**src/rtl/commit_step_queue_if.sv**
```systemverilog
// Commit-trace bundle between the dual-wide retire port, the queue and the single-wide step sink.
interface commit_step_queue_if;
  logic        in0_valid;
  logic [63:0] in0_pc;
  logic [31:0] in0_inst;
  logic        in1_valid;
  logic [63:0] in1_pc;
  logic [31:0] in1_inst;
  logic        out_stall;
  logic        in_ready;
  logic        out_valid;
  logic [63:0] out_pc;
  logic [31:0] out_inst;
  logic        overflow;
  logic [15:0] drop_count;

  modport master (
    output in0_valid, in0_pc, in0_inst, in1_valid, in1_pc, in1_inst, out_stall,
    input  in_ready, out_valid, out_pc, out_inst, overflow, drop_count
  );

  modport slave (
    input  in0_valid, in0_pc, in0_inst, in1_valid, in1_pc, in1_inst, out_stall,
    output in_ready, out_valid, out_pc, out_inst, overflow, drop_count
  );
endinterface

```
**src/rtl/commit_step_queue.sv**
```systemverilog
// Dual-in/single-out retire trace FIFO; push-to-output 2 cycles; no input backpressure, excess dropped and counted.
// COMMIT_STEP_QUEUE_DROP_COUNT_EN enables the 16-bit saturating drop counter (otherwise drop_count is 0).
module commit_step_queue #(
  parameter int DEPTH = 8
) (
  input logic              clock,
  input logic              reset,
  commit_step_queue_if.slave bus
);
  localparam int AW = $clog2(DEPTH);
  localparam int CW = AW + 1;

  logic [63:0]   r_mem_pc   [DEPTH];
  logic [31:0]   r_mem_inst [DEPTH];
  logic [AW-1:0] r_head;
  logic [AW-1:0] r_tail;
  logic [CW-1:0] r_count;
  logic          r_out_valid;
  logic [63:0]   r_out_pc;
  logic [31:0]   r_out_inst;
  logic          r_overflow;

  logic [CW-1:0] w_free;
  logic [1:0]    w_nvalid;
  logic [1:0]    w_acc;
  logic [1:0]    w_drop;
  logic          w_pop;
  logic [AW-1:0] w_tail1;
  logic [63:0]   w_wr0_pc;
  logic [31:0]   w_wr0_inst;

  // Free space is taken from the start-of-cycle count; a same-cycle pop frees nothing.
  assign w_free   = CW'(DEPTH) - r_count;
  assign w_nvalid = {1'b0, bus.in0_valid} + {1'b0, bus.in1_valid};
  assign w_pop    = (r_count != '0) && !bus.out_stall;
  assign w_tail1  = r_tail + AW'(1);

  always_comb begin
    w_acc = w_nvalid;
    if (w_free == '0)
      w_acc = 2'd0;
    else if ((w_free == CW'(1)) && (w_nvalid == 2'd2))
      w_acc = 2'd1;
  end

  assign w_drop     = w_nvalid - w_acc;
  assign w_wr0_pc   = bus.in0_valid ? bus.in0_pc   : bus.in1_pc;
  assign w_wr0_inst = bus.in0_valid ? bus.in0_inst : bus.in1_inst;

  // The second write slot is only ever in1, since acceptance is in age order.
  always_ff @(posedge clock) begin
    if (!reset) begin
      if (w_acc != 2'd0) begin
        r_mem_pc[r_tail]   <= w_wr0_pc;
        r_mem_inst[r_tail] <= w_wr0_inst;
      end
      if (w_acc == 2'd2) begin
        r_mem_pc[w_tail1]   <= bus.in1_pc;
        r_mem_inst[w_tail1] <= bus.in1_inst;
      end
    end
  end

  always_ff @(posedge clock) begin
    if (reset) begin
      r_head      <= '0;
      r_tail      <= '0;
      r_count     <= '0;
      r_out_valid <= 1'b0;
      r_out_pc    <= '0;
      r_out_inst  <= '0;
      r_overflow  <= 1'b0;
    end else begin
      r_head      <= r_head + AW'(w_pop);
      r_tail      <= r_tail + AW'(w_acc);
      r_count     <= r_count + CW'(w_acc) - CW'(w_pop);
      r_out_valid <= w_pop;
      if (w_pop) begin
        r_out_pc   <= r_mem_pc[r_head];
        r_out_inst <= r_mem_inst[r_head];
      end
      r_overflow  <= r_overflow | (w_drop != 2'd0);
    end
  end

  assign bus.in_ready  = (w_free >= CW'(2));
  assign bus.out_valid = r_out_valid;
  assign bus.out_pc    = r_out_pc;
  assign bus.out_inst  = r_out_inst;
  assign bus.overflow  = r_overflow;

`ifdef COMMIT_STEP_QUEUE_DROP_COUNT_EN
  logic [15:0] r_drop_count;
  logic [16:0] w_drop_sum;

  assign w_drop_sum = {1'b0, r_drop_count} + 17'(w_drop);

  always_ff @(posedge clock) begin
    if (reset)
      r_drop_count <= '0;
    else
      r_drop_count <= w_drop_sum[16] ? 16'hFFFF : w_drop_sum[15:0];
  end

  assign bus.drop_count = r_drop_count;
`else
  assign bus.drop_count = 16'd0;
`endif
endmodule
```
**src/flat_wrapper.sv**
```systemverilog
// flat-port wrapper written by rule: the top's interface ports become plain ports
module commit_step_queue_flat 
#(
  parameter int DEPTH = 8
)
  (clock, reset, bus_in0_valid, bus_in0_pc, bus_in0_inst, bus_in1_valid, bus_in1_pc, bus_in1_inst, bus_out_stall, bus_in_ready, bus_out_valid, bus_out_pc, bus_out_inst, bus_overflow, bus_drop_count);
  commit_step_queue_if bus_i ();
  input logic clock;
  input logic reset;
  input wire logic [$bits(bus_i.in0_valid)-1:0] bus_in0_valid;
  input wire logic [$bits(bus_i.in0_pc)-1:0] bus_in0_pc;
  input wire logic [$bits(bus_i.in0_inst)-1:0] bus_in0_inst;
  input wire logic [$bits(bus_i.in1_valid)-1:0] bus_in1_valid;
  input wire logic [$bits(bus_i.in1_pc)-1:0] bus_in1_pc;
  input wire logic [$bits(bus_i.in1_inst)-1:0] bus_in1_inst;
  input wire logic [$bits(bus_i.out_stall)-1:0] bus_out_stall;
  output wire logic [$bits(bus_i.in_ready)-1:0] bus_in_ready;
  output wire logic [$bits(bus_i.out_valid)-1:0] bus_out_valid;
  output wire logic [$bits(bus_i.out_pc)-1:0] bus_out_pc;
  output wire logic [$bits(bus_i.out_inst)-1:0] bus_out_inst;
  output wire logic [$bits(bus_i.overflow)-1:0] bus_overflow;
  output wire logic [$bits(bus_i.drop_count)-1:0] bus_drop_count;
  assign bus_i.in0_valid = bus_in0_valid;
  assign bus_i.in0_pc = bus_in0_pc;
  assign bus_i.in0_inst = bus_in0_inst;
  assign bus_i.in1_valid = bus_in1_valid;
  assign bus_i.in1_pc = bus_in1_pc;
  assign bus_i.in1_inst = bus_in1_inst;
  assign bus_i.out_stall = bus_out_stall;
  assign bus_in_ready = bus_i.in_ready;
  assign bus_out_valid = bus_i.out_valid;
  assign bus_out_pc = bus_i.out_pc;
  assign bus_out_inst = bus_i.out_inst;
  assign bus_overflow = bus_i.overflow;
  assign bus_drop_count = bus_i.drop_count;
  commit_step_queue #(.DEPTH(DEPTH)) u_core (.clock(clock), .reset(reset), .bus(bus_i));
endmodule
```
**config.mk**
```make
export PLATFORM = sky130hd
export DESIGN_NAME = commit_step_queue_flat
export DESIGN_NICKNAME = d
export VERILOG_FILES = /design/src/rtl/commit_step_queue_if.sv /design/src/rtl/commit_step_queue.sv /design/src/flat_wrapper.sv
export SDC_FILE = /design/constraint.sdc
export NUM_CORES = 2
export LEC_CHECK = 0
export BUFFER_PORTS_ARGS = -buffer_cell sky130_fd_sc_hd__buf_2
export CAP_MARGIN = 15
export CORE_MARGIN = 1.5
export CORE_UTILIZATION = 50
export CTS_CLUSTER_SIZE = 12
export DETAILED_ROUTE_END_ITERATION = 6
export PLACE_DENSITY_LB_ADDON = 0.3
export SLEW_MARGIN = 25
export SYNTH_ARGS = -nofsm -noshare
export SYNTH_HDL_FRONTEND = slang
export SYNTH_SLANG_ARGS = --single-unit
```
**constraint.sdc**
```tcl
create_clock -name clock -period 10.9 [get_ports clock]
set_input_delay 2.18 -clock clock [delete_from_list [all_inputs] [get_ports clock]]
set_output_delay 2.18 -clock clock [all_outputs]
set_load 0.05 [all_outputs]
```
==> impl_metrics.py <==
metrics = {
    "setup_path": {
        "crit_arrival_ns": 6.63,
        "critPathCaptureType": "flop",
        "critPathLaunchType": "input port",
        "cp_cell_sequence": "buf_6, ha_1, or4b_1, nor2_1, o211a_4, o21bai_4, buf_4, buf_4",
        "path_buf_inv": 3,
        "timing.rr.start": "u_core.r_tail[0]$_SDFF_PP0_",
        "worstRegToRegCells": 7,
        "cp_common_cell": "buf_4",
        "crit_family": "buffers and inverters",
        "regToRegEndpoint": "u_core.r_mem_pc[4][61]$_DFFE_PP_",
        "rrSetupSlack_ns": 5.89,
        "cp_max_fo": 56,
        "cp_slowest_cell": "o211a_4",
        "slowest_delay_ns": 0.76,
        "required_ns": 11.18,
        "worstSetupPathType": "in2reg",
    },
    "clock_network": {
        "htree_levels": 3,
        "insertion_delay_ns": 0.67,
        "ctsHoldBuffers": 0,
        "post-cts-setup-buffers": 0,
        "cts_buffer_depth": 3,
        "root_buffer": "clkbuf_16",
        "cts.reportedPaths.clkPinSlew_ns": 0.06,
        "cts_tree": "built",
        "cts_resized": 0,
        "cts_buffers": 94,
        "cts.sinks": 876,
    },
    "global_routing": {
        "grt_pass1_wl_um": 165000,
        "use_met1": 0.346,
        "grt-ovfl-total": 0,
        "grtUsageMet3": 0.0425,
        "use_met2": 0.406,
        "antenna_found_initial": 12,
        "grt_pass1_vias": 25900,
        "top_usage_layer": "met2",
        "grt_use_total": 0.249,
        "grt_max_degree": 100,
    },
    "synth": {
        "ys_top_cells_by_area": "edfxtp_1 (53%), mux2_2 (22%), mux4_2 (10%), dfxtp_1 (5.0%), mux2i_1 (2.3%)",
        "ys_ff_latch": 876,
        "ys_types": 44,
        "synth_compound_area_frac": 0.0223,
        "yosysWarnings": 0,
        "synth-simple-area-share": 0.0134,
        "synthXorXnorAreaFrac": 0.00142,
        "yosysSeqAreaShare": 0.584,
        "synthMuxAreaShare": 0.348,
        "postSynth.asyncResetShare": 0,
        "synthAdderAreaFrac": 0.00556,
        "synth_area_um2": 43200,
        "synth_top_area_frac": 0.534,
        "synth_edf_count": 768,
        "synthCells": 2531,
        "synthFlopType": "edfxtp_1",
        "synth_top_family_by_area": "multiplexers",
        "syn_area_per_cell_um2": 17.1,
        "yosys.area.top_type": "edfxtp_1",
    },
    "detailed_routing": {
        "initialDrtViolationCount": 2087,
        "finalWirelength_um": 111000,
        "vias_per_cell": 6.14,
        "firstDrtPassIters": 5,
        "ant_nets": 0,
        "dr_total_vias": 24600,
        "wl_per_cell_um": 27.5,
        "drc": 0,
    },
    "timing": {
        "fmax_ghz": 0.158,
        "relSlewSlack": 0.286,
        "clock-skew-final_ns": 0.0214,
        "maxSlewViolCount": 0,
        "tightestPinTransition_ns": 1.07,
        "rsz0062_at_grt": "no",
        "final_hold_viol_count": 0,
        "fin_ws_ns": 4.55,
        "setup_violations": 0,
        "fin_tns_setup_ns": 0,
        "period_share": 0.582,
        "fin_crit_ns": 6.35,
    },
    "place": {
        "port_buffers": 295,
        "dp_slack_ns": 3.84,
        "gp_congestion": 0.747,
        "postPlaceCellArea_um2": 45700,
        "hpwlAfterDp_um": 62700,
    },
    "power": {
        "switching_share": 0.312,
        "p_clk_frac": 0.314,
        "leakage_nw": 16.3,
        "switching_power_mw": 3.15,
        "ir_drop_mv": 0.191,
        "seq_power_share": 0.425,
        "internal_power_mw": 6.95,
        "power_mw": 10.1,
        "p_comb_frac": 0.261,
        "p_per_area_nw_per_um2": 207,
    },
    "finish": {
        "design_area_um2": 48800,
        "drive_gt1_frac": 0.538,
        "finalNetCount": 2998,
        "n_fill_cell": 6688,
        "fin_util": 0.571,
        "area_growth_pct": 12.8,
    },
    "hold_path": {
        "whs_endpoint": "u_core.bus.overflow$_SDFF_PP0_",
        "hold_path_class": "reg2reg",
        "hold_start": "u_core.bus.overflow$_SDFF_PP0_",
        "holdPathStages": 2,
    },
    "run": {
        "max-cap-violations": 0,
    },
    "floorplan": {
        "rows": 107,
        "io-pin-count": 312,
        "core_um2": 85400,
        "fp.dieW_um": 297,
        "die-area_um2": 88200,
        "fp.dieH_um": 297,
        "start_util": 0.506,
    },
    "outcome": {
        "status": "finished clean",
    },
}
layout by cell type, fill, tap and decap left out, types with 13 or more instances in the layout:
cell / instances
a211oi_1: 96
buf_2: 293
buf_4: 45
clkbuf_1: 30
clkbuf_16: 94
clkinv_2: 13
conb_1: 16
dfxtp_1: 105
edfxtp_1: 768
ha_1: 16
inv_1: 13
mux2_1: 14
mux2_2: 850
mux2i_1: 97
mux4_2: 192
nor2_1: 110
final cells by class:
| class | count | area (um2) | area share |
|---|---|---|---|
| well taps | 1144 | 1430 | 0.0294 |
| diodes | 9 | 22.5 | 0.000462 |
| repair buffers | 341 | 1850 | 0.0379 |
| clock inverters | 38 | 445 | 0.00914 |
| clock buffers | 134 | 2600 | 0.0534 |
| flip-flops and latches | 876 | 25200 | 0.518 |
| multi-input cells | 1457 | 17100 | 0.351 |
| inverters | 13 | 48.8 | 0.00100 |
cells in the mapped netlist (2+ instances only):
| cell type | count |
|---|---|
| o31ai_1 | 5 |
| nor3_1 | 5 |
| mux2_1 | 14 |
| xnor2_1 | 5 |
| edfxtp_1 | 768 |
| inv_1 | 13 |
| buf_6 | 17 |
| o21ai_2 | 4 |
| xor2_1 | 2 |
| o21bai_1 | 2 |
| o211a_1 | 2 |
| o2111ai_1 | 2 |
| buf_4 | 28 |
| a211oi_1 | 96 |
| buf_2 | 71 |
| mux2i_1 | 98 |
| clkbuf_1 | 68 |
| ha_1 | 16 |
| nor2b_1 | 6 |
| o21ai_0 | 3 |
| nor2_1 | 110 |
| or3_1 | 3 |
| mux4_2 | 192 |
| fa_1 | 2 |
| buf_1 | 16 |
| mux2_2 | 850 |
| nand2_1 | 3 |
| dfxtp_1 | 108 |
| a21oi_1 | 4 |
| nand4_1 | 4 |
logic make-up (layout without fill, tap and decap cells):
group / Yosys count / count (layout)
flip-flops: 876 / 876
other: 1 / 25
adder cells (fa/ha/maj): 18 / 18
AO/OA/AOI/OAI: 125 / 125
multiplexers: 1154 / 1154
XOR/XNOR: 7 / 7
AND/OR/NAND/NOR: 137 / 137
buffers and inverters: 213 / 526
metal layers:
metal / wire, um / up-vias
met2: 53700 / 918
met4: 2160 / 4
met5: 27 / -
li1: - / 10700
met1: 46700 / 12900
met3: 7930 / 128
tightest hold or removal path: stages (launching register included):
cell,delay [ns]
dfxtp_1,0.33
inv_1,0.05
a21oi_1,0.05
how the worst max path moves through the flow:
stage	startpoint	end	cells after the start
finish	bus_in0_valid	u_core.r_mem_pc[4][61]$_DFFE_PP_	8
global route	bus_in0_valid	u_core.r_mem_pc[4][61]$_DFFE_PP_	8
CTS	bus_in0_valid	u_core.r_mem_pc[4][61]$_DFFE_PP_	8
detailed placement	bus_in0_valid	u_core.r_mem_pc[4][57]$_DFFE_PP_	8
global placement	bus_in0_valid	u_core.r_mem_pc[4][51]$_DFFE_PP_	8
floorplan	bus_in1_valid	u_core.r_mem_inst[1][0]$_DFFE_PP_	5
state kept, by name, indices dropped and copies added (netlist names):
signal and count:
u_core.bus.out_inst 32, u_core.bus.out_pc 64, u_core.bus.out_valid 1, u_core.bus.overflow 1, u_core.r_count 4, u_core.r_head 3, u_core.r_mem_inst 256, u_core.r_mem_pc 512
u_core.r_tail 3
power by group through the flow:
stage               Combinational, mW  Sequential, mW  Clock (mW)
CTS                              2.66            4.29        3.21
floorplan                        1.58            4.73           0
global route                     2.82            4.33        3.34
global placement                 2.60            4.34           0
finish                           2.64            4.29        3.17
detailed placement               2.64            4.36           0
metrics by stage:
stage | instances | hold slack [ns]
2_1_floorplan | 2546 | 0.545
3_3_place_gp | 3831 | 0.458
3_5_place_dp | 3831 | 0.467
4_1_cts | 4003 | 0.479
5_1_grt | 4008 | 0.514
6_report | 4012 | 0.478
(Power assumes the default switching activity.)
